$ cat src/rtl/alu_mul_sequencer_if.sv
// Bundles the multiplier's request/response pins and the ALU issue pins between the
// sequencer (slave) and whoever supplies operands and the ALU (master).
interface alu_mul_sequencer_if #(
    parameter int WIDTH = 64
);
    logic             Start;
    logic [WIDTH-1:0] OpA;
    logic [WIDTH-1:0] OpB;
    logic             Busy;
    logic             Done;
    logic [WIDTH-1:0] Result;
    logic [WIDTH-1:0] AluBusA;
    logic [WIDTH-1:0] AluBusB;
    logic [3:0]       AluCtrl;
    logic [WIDTH-1:0] AluBusW;
    logic             AluZero;

    modport slave (
        input  Start, OpA, OpB, AluBusW, AluZero,
        output Busy, Done, Result, AluBusA, AluBusB, AluCtrl
    );

    modport master (
        output Start, OpA, OpB, AluBusW, AluZero,
        input  Busy, Done, Result, AluBusA, AluBusB, AluCtrl
    );
endinterface

$ cat src/rtl/alu_mul_sequencer.sv
// Shift-and-add unsigned multiplier that borrows an external ALU: ADD accumulates
// partial products, PassB of the remaining multiplier lets Zero end the loop early.
module alu_mul_sequencer #(
    parameter int WIDTH = 64
) (
    input  logic                 Clk,
    input  logic                 Reset,
    alu_mul_sequencer_if.slave   bus
);
    localparam int CW = $clog2(WIDTH) + 1;

    localparam logic [3:0] ALU_AND   = 4'b0000;
    localparam logic [3:0] ALU_ADD   = 4'b0010;
    localparam logic [3:0] ALU_PASSB = 4'b0111;

    typedef enum logic [2:0] {
        S_IDLE,
        S_CHECK,
        S_ADD,
        S_SHIFT,
        S_DONE
    } state_t;

    state_t           state_reg, state_next;
    logic [WIDTH-1:0] prod_reg, prod_next;
    logic [WIDTH-1:0] mcand_reg, mcand_next;
    logic [WIDTH-1:0] mplier_reg, mplier_next;
    logic [CW-1:0]    count_reg, count_next;
    logic [WIDTH-1:0] result_reg, result_next;

    logic [WIDTH-1:0] alu_a, alu_b;
    logic [3:0]       alu_ctrl;

    always_ff @(posedge Clk) begin
        if (Reset) begin
            state_reg  <= S_IDLE;
            prod_reg   <= '0;
            mcand_reg  <= '0;
            mplier_reg <= '0;
            count_reg  <= '0;
            result_reg <= '0;
        end else begin
            state_reg  <= state_next;
            prod_reg   <= prod_next;
            mcand_reg  <= mcand_next;
            mplier_reg <= mplier_next;
            count_reg  <= count_next;
            result_reg <= result_next;
        end
    end

    always_comb begin
        state_next  = state_reg;
        prod_next   = prod_reg;
        mcand_next  = mcand_reg;
        mplier_next = mplier_reg;
        count_next  = count_reg;
        result_next = result_reg;
        alu_a       = '0;
        alu_b       = '0;
        alu_ctrl    = ALU_AND;

        case (state_reg)
            S_IDLE: begin
                if (bus.Start) begin
                    mcand_next  = bus.OpA;
                    mplier_next = bus.OpB;
                    prod_next   = '0;
                    count_next  = '0;
                    state_next  = S_CHECK;
                end
            end
            S_CHECK: begin
                // Zero from PassB means no multiplier bits remain, so stop early
                alu_ctrl = ALU_PASSB;
                alu_b    = mplier_reg;
                if (bus.AluZero || (count_reg == CW'(WIDTH))) begin
                    result_next = prod_reg;
                    state_next  = S_DONE;
                end else if (mplier_reg[0]) begin
                    state_next = S_ADD;
                end else begin
                    state_next = S_SHIFT;
                end
            end
            S_ADD: begin
                alu_ctrl   = ALU_ADD;
                alu_a      = prod_reg;
                alu_b      = mcand_reg;
                prod_next  = bus.AluBusW;
                state_next = S_SHIFT;
            end
            S_SHIFT: begin
                mcand_next  = mcand_reg << 1;
                mplier_next = mplier_reg >> 1;
                count_next  = count_reg + CW'(1);
                state_next  = S_CHECK;
            end
            S_DONE: begin
                state_next = S_IDLE;
            end
            default: begin
                state_next = S_IDLE;
            end
        endcase
    end

    assign bus.Busy    = (state_reg != S_IDLE);
    assign bus.Done    = (state_reg == S_DONE);
    assign bus.Result  = result_reg;
    assign bus.AluBusA = alu_a;
    assign bus.AluBusB = alu_b;
    assign bus.AluCtrl = alu_ctrl;
endmodule
$ cat src/flat_wrapper.sv
// flat-port wrapper written by rule: the top's interface ports become plain ports
module alu_mul_sequencer_flat 
#(
    parameter int WIDTH = 64
)
  (Clk, Reset, bus_Start, bus_OpA, bus_OpB, bus_AluBusW, bus_AluZero, bus_Busy, bus_Done, bus_Result, bus_AluBusA, bus_AluBusB, bus_AluCtrl);
  alu_mul_sequencer_if #(.WIDTH(WIDTH)) bus_i ();
  input  logic Clk;
  input  logic Reset;
  input wire logic [$bits(bus_i.Start)-1:0] bus_Start;
  input wire logic [$bits(bus_i.OpA)-1:0] bus_OpA;
  input wire logic [$bits(bus_i.OpB)-1:0] bus_OpB;
  input wire logic [$bits(bus_i.AluBusW)-1:0] bus_AluBusW;
  input wire logic [$bits(bus_i.AluZero)-1:0] bus_AluZero;
  output wire logic [$bits(bus_i.Busy)-1:0] bus_Busy;
  output wire logic [$bits(bus_i.Done)-1:0] bus_Done;
  output wire logic [$bits(bus_i.Result)-1:0] bus_Result;
  output wire logic [$bits(bus_i.AluBusA)-1:0] bus_AluBusA;
  output wire logic [$bits(bus_i.AluBusB)-1:0] bus_AluBusB;
  output wire logic [$bits(bus_i.AluCtrl)-1:0] bus_AluCtrl;
  assign bus_i.Start = bus_Start;
  assign bus_i.OpA = bus_OpA;
  assign bus_i.OpB = bus_OpB;
  assign bus_i.AluBusW = bus_AluBusW;
  assign bus_i.AluZero = bus_AluZero;
  assign bus_Busy = bus_i.Busy;
  assign bus_Done = bus_i.Done;
  assign bus_Result = bus_i.Result;
  assign bus_AluBusA = bus_i.AluBusA;
  assign bus_AluBusB = bus_i.AluBusB;
  assign bus_AluCtrl = bus_i.AluCtrl;
  alu_mul_sequencer #(.WIDTH(WIDTH)) u_core (.Clk(Clk), .Reset(Reset), .bus(bus_i));
endmodule
$ cat config.mk
export PLATFORM = sky130hd
export DESIGN_NAME = alu_mul_sequencer_flat
export DESIGN_NICKNAME = d
export VERILOG_FILES = /design/src/rtl/alu_mul_sequencer_if.sv /design/src/rtl/alu_mul_sequencer.sv /design/src/flat_wrapper.sv
export SDC_FILE = /design/constraint.sdc
export NUM_CORES = 1
export LEC_CHECK = 0
export ABC_AREA = 1
export BUFFER_PORTS_ARGS = -buffer_cell sky130_fd_sc_hd__buf_2
export CAP_MARGIN = 10
export CORE_MARGIN = 2
export CORE_UTILIZATION = 30
export DETAILED_ROUTE_END_ITERATION = 8
export SLEW_MARGIN = 20
export SYNTH_ARGS = -nofsm -noshare
export SYNTH_HDL_FRONTEND = slang
export SYNTH_SLANG_ARGS = --single-unit
$ cat constraint.sdc
create_clock -name Clk -period 1.71 [get_ports Clk]
set_input_delay 0.2565 -clock Clk [delete_from_list [all_inputs] [get_ports Clk]]
set_output_delay 0.2565 -clock Clk [all_outputs]
set_load 0.005 [all_outputs]
[Yosys cells after proc, flatten, opt, wreduce, memory -nomap -nowiden]
Cells that the tools add are included.
Cells by class
  div/mod/pow operators: 0
  multiplexer cells: 15
  shifts and indexed selects: 0
  bitwise logic cells: 0
  $mul: 0
  add/subtract/negate cells: 1
  reduce and logical (&&, ||, !) cells: 8
  eq/ne operators: 6
  order comparisons: 0
Operator list (number)
  $pmux W64 S2: 4
  $mux W64: 4
  $pmux W7 S2: 1
  $pmux W3 S4: 1
  $add A7 B1 Y7 const B: 1
  $eq A7 B7 Y1 const B: 1
  $mux W7: 1
  $eq A3 B2 Y1 const B: 2
  $mux W3: 2
  $pmux W3 S2: 1
  $reduce_and A2 Y1: 3
  $reduce_bool A2 Y1: 2
  $eq A3 B1 Y1 const B: 1
  $eq A3 B3 Y1 const B: 1
  $logic_not A3 Y1: 1
  $reduce_bool A3 Y1: 1
  $ne A2 B2 Y1 const B: 1
  $logic_or A1 B1 Y1: 1
  $mux W1: 1
Word-level totals
  flip-flop bits (word level): 266
  bits of input ports: 196
  RAM bits: 0
  memories: 0
  bits in latches: 0
  bits in read-only memories: 0
  logic and storage cells: 36

[Longest topological paths before layout]
Gate-level depths: netlist of run 1.
  depth after elaboration: 4
  depth in mapped cells: 11
  gate-level depth less buffers: 9

[Least setup slack after synthesis of run 1]
No wires, ideal clock.
  kind: reg-to-reg
  start: register u_core.count_reg[0]
  end: register u_core.result_reg[28] (netlist: u_core.bus.Result[28])
  stages on the path, launching flop included: 12
  data required time: 1595 ps
  arrival time: 1424 ps
  setup slack: 171 ps
  cells stage by stage: dfxtp_1 inv_1 ha_1 inv_1 nor2_1 nand3_1 nand2_1 buf_2 clkbuf_1 nand3_1 nand2_1 nor2_1
On the way
  word-level cells in the longest chain between the ends: 3
Ends and longest elaborated chain
  start: declaration: RTL line alu_mul_sequencer.sv:28  | logic [CW-1:0] count_reg, count_next;
  start signal: assignment: RTL line alu_mul_sequencer.sv:47  | count_reg <= count_next;
  $eq A7 B7 Y1: RTL line alu_mul_sequencer.sv:77  | if (bus.AluZero || (count_reg == CW'(WIDTH))) begin
  $logic_or A1 B1 Y1: RTL line alu_mul_sequencer.sv:77
  $reduce_and A2 Y1 (no line)
  end signal: assignment: RTL line alu_mul_sequencer.sv:48  | result_reg <= result_next;
  end: declaration: RTL line alu_mul_sequencer.sv:29  | logic [WIDTH-1:0] result_reg, result_next;
Every way passes these cells.
A chain may end at the register's enable or synchronous reset.

[Worst setup path after layout of run 1]
  start: register u_core.state_reg[0]
  end: output bus_AluBusA[58]
On the way
  word-level cells in the longest chain between the ends: 2
Ends and longest elaborated chain
  start: declaration: RTL line alu_mul_sequencer.sv:24  | state_t state_reg, state_next;
  start signal: assignment: RTL line alu_mul_sequencer.sv:43  | state_reg <= state_next;
  $eq A3 B2 Y1: RTL line alu_mul_sequencer.sv:63  | case (state_reg)
  $mux W64: RTL line alu_mul_sequencer.sv:63
  end: declaration: RTL line flat_wrapper.sv:18  | output wire logic [$bits(bus_i.AluBusA)-1:0] bus_AluBusA;
Every way passes these cells.

==> results of run 1 <==
## through the flow
step                      std cells  worst slack, ns  hold slack, ns  utilization
after floorplan                1753           0.1708          0.4036            -
after global placement         2566           0.1127          0.4489       0.3731
after CTS                      2836          -0.4181        0.008074       0.4649
after detailed placement       2566          0.06214          0.4531       0.3731
after global routing           2875          -0.5139         0.03969       0.4935
final                          2876          -0.4347         0.04028       0.4935
## logic make-up (layout without fill, tap and decap cells)
logic type,Yosys count,after routing,share of synthesized area
AOI/OAI and AO/OA,336,336,0.1492
adders and majority gates,2,2,0.002114
buffers and inverters,340,940,0.1158
DFF,266,266,0.4499
other,1,5,0.0003168
and+or+nand+nor,808,809,0.2828
## what timing repair did
action	in CTS	in global routing
buffers inserted	15	21
resized for setup	83	123
endpoints found under the hold margin	192	0
endpoints found under the setup margin	133	243
cloned	6	18
pin swaps	3	7
hold buffers	192	0
## Yosys cell counts (all sizes together)
cell type,n
o22ai,63
nor2,392
clkbuf,69
buf,66
ha,2
inv,205
conb,1
dfxtp,266
a21oi,140
o21a,1
o211ai,1
o21ai,131
nand2,217
nor3,128
nand3,71
## worst max-delay path, stage by stage, from the launching register on
cell and delay (ns):
dfxtp_4 0.35, buf_4 0.14, nor2_4 0.16, inv_8 0.10
buf_12 0.16, clkbuf_16 0.18, nor2_4 0.10, buf_2 0.12
## final timing paths
kind / end / depth (start not counted)
worst max-delay path: bus_AluBusA[58] / 7
worst min-delay path: u_core.mcand_reg[43] / 3
worst max register to register: u_core.mplier_reg[8] / 10
worst min register to register: u_core.prod_reg[57] / 2
## final cells by class
| type | count | area, µm² | area share |
|---|---|---|---|
| Antenna cell | 4 | 10.01 | 0.0005224 |
| Tap cell | 518 | 648.1 | 0.03382 |
| Inverter | 205 | 788.3 | 0.04114 |
| Clock buffer | 42 | 867.1 | 0.04525 |
| Sequential cell | 266 | 5331 | 0.2782 |
| Clock inverter | 15 | 116.4 | 0.006073 |
| Timing Repair Buffer | 678 | 5547 | 0.2895 |
| Multi-Input combinational cell | 1148 | 5854 | 0.3055 |
## per-layer routing
layer / up-vias / wire, µm / global-route usage
met5: - / 0 / 0
met4: 0 / 1751 / 0.08342
met3: 119 / 3438 / 0.03933
met2: 621 / 22640 / 0.3388
met1: 6472 / 19700 / 0.2486
li1: 6759 / - / -
## layout by cell type (no fill, tap or decap), types with 24 or more instances in the layout
cell           count
buf_2            380
clkbuf_16         47
dlygate4sd3_1    192
o22ai_2           36
nor3_1           116
nor2_1           328
o21ai_0          129
nor2_4            36
nand3_1           68
buf_4             35
a21oi_1          137
inv_1            198
o22ai_1           24
buf_12            25
nand2_1          210
dfxtp_1          263
nor2_2            28
## power by group
group	internal, mW	switching [mW]	leakage (nW)
sequential	6.78	0.391	2.18
combinational	2.05	2.37	5.49
clock	3.70	2.72	0.488
total	12.5	5.48	8.16
==> results.md, run 1 <==
- Status: complete, but fails checks
- Violated checks: setup timing
- Fin area: around 19000 µm²
- Root buf cell: clkbuf_16
- Vias in the first global route: around 13000
- Crit. End Element: primary output
- CP max FO: 7
- Area growth syn-to-layout: 61.89%
- Worst-margin pin slew: 0.5774 ns
- Pwr/cell area: between 900 and 1000 nW/µm²
- Min-Delay Path Class: in -> reg
- Hold Vio Cnt, Final: 0
- Port Buffers: a little under 400
- Clock Tree Buf Depth: 3
- Num Clock Sinks: between 200 and 300
- Chip height: a little over 200 µm
- Period utilization: 1.254
- Vias: 13970
- Crit path required time: approximately 1.5 ns
- WS Path Type: reg -> out
- Initial DRC count: roughly 1100
- Grt total ovfl: 0
- Worst-skew pair later-pin latency: around 0.57 ns
- CTS buffer count: 31
- Synth Instances: 1753
- Vias per cell: around 5
- Antenna viol nets, final: 0
- Share of the synthesized area in the top cell type: 0.4499
- Tot GR Track Use: 0.2002
- Setup Skew: 0.01609 ns
- DRC viols: 0
- RSZ-0062 raised after global routing: yes
- Power Total: ~18 mW
- Setup WS post-layout: -0.4347 ns
- H-tree Lvls: 1
- CTS tree: built
- Placer Congestion: 0.9061
- Crit path launch: u_core.state_reg[0]
- Worst slew margin: 0.6150
- Die width: between 200 and 250 µm
- Clk slew on worst S/H paths: 0.06 ns
- Hpwl dp: approximately 27 mm
- Leak: about 8.2 nW
- Yosys top cell by area: dfxtp_1
- Synth warnings: 0
- Worst R2R Start: u_core.state_reg[1]
- Std cell rows: 72
- Post-synth cell types: 22
- Fin nets: roughly 2500
- Post-Syn Area: roughly 12000 µm²
- Peak VDD IR: between 0.7 and 0.8 mV
- Layout cell share with drive strength beyond 1: 0.2872
- Critical path launch point type: flop
- Largest cells by area after synthesis: dfxtp_1, nor2_1, nand2_1, inv_1, a21oi_1
- Die area: 41060 µm²
- Mapped Nets: slightly below 2000
- First-pass GRT wire length: around 68 mm
- R2r setup slk: ~0.010 ns
- Placed cell areas: around 14000 µm²
- Seq/Total Area, Yosys: 0.4499
- Avg Cell Area, Syn: between 6 and 7 µm²
- Setup TNS: -47.27 ns
- DRT Pass-1 Iters: 6
- Final worst path period need: 2.145 ns
- DRT Wirelength: roughly 48 mm
- Fill cell count: approximately 3600
- Initial antenna violation count: 4
- I/O pin total: just under 400
- Synthesized flop and latch total: roughly 270
- Routed length per placed instance: about 17 µm
- Min-delay src: bus_OpA[43]
- Final setup violation count: 132
- Slew Limit Fails: 0
- Largest net degree at the start of global routing: just under 90
- Max cap viols: 0
- CORE AREA: between 30000 and 40000 µm²
- FMAX: 466.3 MHz
- Worst EP arrival: around 1.9 ns
- Initial Util: 0.3048
Power figures use the tool's default switching activity.
==> run 2, diff against run 1 <==
--- a/config.mk
+++ b/config.mk
@@ -11,7 +11,9 @@
 export CORE_MARGIN = 2
 export CORE_UTILIZATION = 30
 export DETAILED_ROUTE_END_ITERATION = 8
+export RECOVER_POWER = 100
 export SLEW_MARGIN = 20
 export SYNTH_ARGS = -nofsm -noshare
 export SYNTH_HDL_FRONTEND = slang
 export SYNTH_SLANG_ARGS = --single-unit
+export TNS_END_PERCENT = 50
==> constraint.sdc (replaced) <==
create_clock -name Clk -period 1.9 [get_ports Clk]
set_input_delay 0.285 -clock Clk [delete_from_list [all_inputs] [get_ports Clk]]
set_output_delay 0.285 -clock Clk [all_outputs]
set_load 0.005 [all_outputs]
==> run 2 against run 1 <==
  * The flow still finishes with violations (setup timing)
  * Utilization shrank 4.1 points
  * Combinational power shrank 25%
  * Design area down 8.3%
  * Clock skew is 0.0018 ns higher
  * Critical path depth decreased by 1
  * Power shrank 12%
  * Sequential power is 9.9% lower
  * Hold slack got worse by 0.013 ns
  * First-iteration DRC count shrank 17%
  * Die area stayed put
  * Via count shrank 3.5%
  * Critical path type unchanged
  * Largest power group unchanged
  * Highest routed layer unchanged
==> results.md, run 2 (synthesis results as in run 1) <==
- Chip height: 202.6 µm (unchanged)
- Min-delay src: bus_OpB[5] (was bus_OpA[43])
- Die width: 202.6 µm (unchanged)
- Num Clock Sinks: 266 (unchanged)
- DRT Wirelength: 44.64 mm (was 47.53 mm)
- Peak VDD IR: 0.6290 mV (was 0.7680 mV)
- R2r setup slk: -0.08 ns (was 0.01 ns)
- Commonest non-fill, non-tap cell in the layout: nor2_1 (was buf_2)
- Placement Setup Slack: 0.01672 ns (was 0.06214 ns)
- Initial antenna violation count: 5 (was 4)
- Clock Tree Buf Depth: 3 (unchanged)
- Worst slew margin: 0.4631 (was 0.6150)
- Tot GR Track Use: 0.2057 (was 0.2002)
- Vias in the first global route: 12800 (was 13090)
- Power Total: 15.94 mW (was 18.01 mW)
- Placed insts: 2556 (was 2566)
- Crit. End Element: primary output (unchanged)
- Period utilization: 1.115
- Root buf cell: clkbuf_16 (unchanged)
- Grt total ovfl: 0 (unchanged)
- DRC viols: 0 (unchanged)
- Final Non-Filler Cells: 2795 (was 2876)
- Worst R2R Start: u_core.state_reg[1] (unchanged)
- R2R Path End: u_core.mcand_reg[63] (was u_core.mplier_reg[8])
- Hold Vio Cnt, Final: 0 (unchanged)
- Final worst path period need: 2.119 ns
- CTS buffer count: 31 (unchanged)
- Leak: 7.459 nW (was 8.162 nW)
- Placer Congestion: 0.8778 (was 0.9061)
- Most frequent cells in the layout: nor2_1, buf_2, dfxtp_1 (was buf_2, nor2_1, dfxtp_1)
- Final setup violation count: 137 (was 132)
- I/O pin total: 394 (unchanged)
- Crit path required time: 1.62 ns (was 1.45 ns)
- Worst-skew pair later-pin latency: 0.57 ns (about the same)
- Violated checks: setup timing (unchanged)
- Hpwl dp: 26.49 mm (was 26.76 mm)
- Final hold slack: 0.02680 ns (was 0.04028 ns)
- CP max FO: 16 (was 7)
- Initial Util: 0.3048 (unchanged)
- Area growth syn-to-layout: 48.53% (was 61.89%)
- Clk slew on worst S/H paths: 0.06 ns (about the same)
- Status: complete, but fails checks (unchanged)
- Routed length per placed instance: 15.97 µm (was 16.53 µm)
- Initial DRC count: 907 (was 1098)
- Vias: 13480 (was 13970)
- CTS tree: built (unchanged)
- Crit path launch: u_core.state_reg[0] (unchanged)
- Vias per cell: 4.823 (was 4.858)
- WS Path Type: reg -> out (unchanged)
- Worst EP arrival: 1.83 ns (was 1.89 ns)
- CP Capture Point: bus_AluBusB[24] (was bus_AluBusA[58])
- Min-Delay Path Class: in -> reg (unchanged)
- Die area: 41060 µm² (unchanged)
- Fin area: 17580 µm² (was 19160 µm²)
- FMAX: 472.0 MHz
- Layout cell share with drive strength beyond 1: 0.2285 (was 0.2872)
- H-tree Lvls: 1 (unchanged)
- DRT Pass-1 Iters: 7 (was 6)
- Std cell rows: 72 (unchanged)
- First-pass GRT wire length: 68.30 mm (was 67.68 mm)
- Antenna viol nets, final: 0 (unchanged)
- Critical path launch point type: flop (unchanged)
- Worst-margin pin slew: 0.8054 ns (was 0.5774 ns)
- Setup TNS: -20.85 ns (was -47.27 ns)
- Placed cell areas: 14360 µm² (was 14490 µm²)
- Port Buffers: 392 (unchanged)
- Largest net degree at the start of global routing: 72 (was 89)
- Setup WS post-layout: -0.2185 ns (was -0.4347 ns)
- Pwr/cell area: 906.4 nW/µm² (was 940.1 nW/µm²)
- Setup Skew: 0.01794 ns (was 0.01609 ns)
- R2r worst-path depth: 8 (was 10)
- Fin nets: 2447 (was 2528)
- Util after Layout: 0.4528 (was 0.4935)
- RSZ-0062 raised after global routing: yes (unchanged)
- CORE AREA: 38830 µm² (unchanged)
- Slew Limit Fails: 0 (unchanged)
- Fill cell count: 3917 (was 3644)
- Max cap viols: 0 (unchanged)
-- run 2: changes by cell type in the layout (fill, tap and decap cells not counted), sizes merged --
cell and delta:
bufbuf +2, diode +2, bufinv +3, inv -1, clkbuf +24, buf -75
clkinvlp -1, dlygate4sd3 -31, nand2 -1, clkinv -3
-- run 2: worst max-delay path: stages, from the launching register on --
cell	delay, ns
dfxtp_4	0.34
buf_4	0.15
nor2_4	0.17
inv_8	0.10
buf_16	0.18
o22ai_1	0.16
buf_2	0.16
-- run 2: what timing repair did --
| action | CTS | global route |
|---|---|---|
| endpoints found under the setup margin | 131 | 138 |
| setup buffers | 7 | 0 |
| hold buffers | 161 | 0 |
| endpoints found under the hold margin | 161 | 0 |
| gates cloned | 9 | 1 |
| resized for setup | 49 | 17 |
| pin swaps | 2 | 3 |
-- run 2: area by class of cell --
class	count	area [µm²]	area share
flip-flops and latches	266	5330	0.3032
clock buffers	42	877.1	0.04989
repair buffers	598	4328	0.2462
multi-input cells	1147	5423	0.3084
diodes	6	15.01	0.0008540
clock inverters	13	177.7	0.01011
well taps	518	648.1	0.03687
inverters	205	782.0	0.04448
-- run 2: worst min-delay path by stage --
stage / end / cells past startpoint
floorplan: u_core.mcand_reg[0] / 2
global placement: u_core.prod_reg[41] / 2
detailed placement: u_core.prod_reg[34] / 2
CTS: u_core.mplier_reg[27] / 3
global route: u_core.mcand_reg[8] / 3
finish: u_core.mplier_reg[5] / 3
-- run 2: power breakdown --
group / internal, mW / switching (mW) / leakage [nW]
sequential: 6.11 / 0.367 / 2.18
combinational: 1.42 / 1.89 / 4.76
clock: 3.75 / 2.40 / 0.516
total: 11.3 / 4.66 / 7.46
-- run 2: layer usage --
metal | track usage | routed length, µm | vias up
li1 | - | - | 6574
met1 | 0.2508 | 18050 | 6231
met2 | 0.3516 | 21530 | 576
met3 | 0.04254 | 3374 | 100
met4 | 0.08655 | 1685 | 0
met5 | 0 | 0 | -
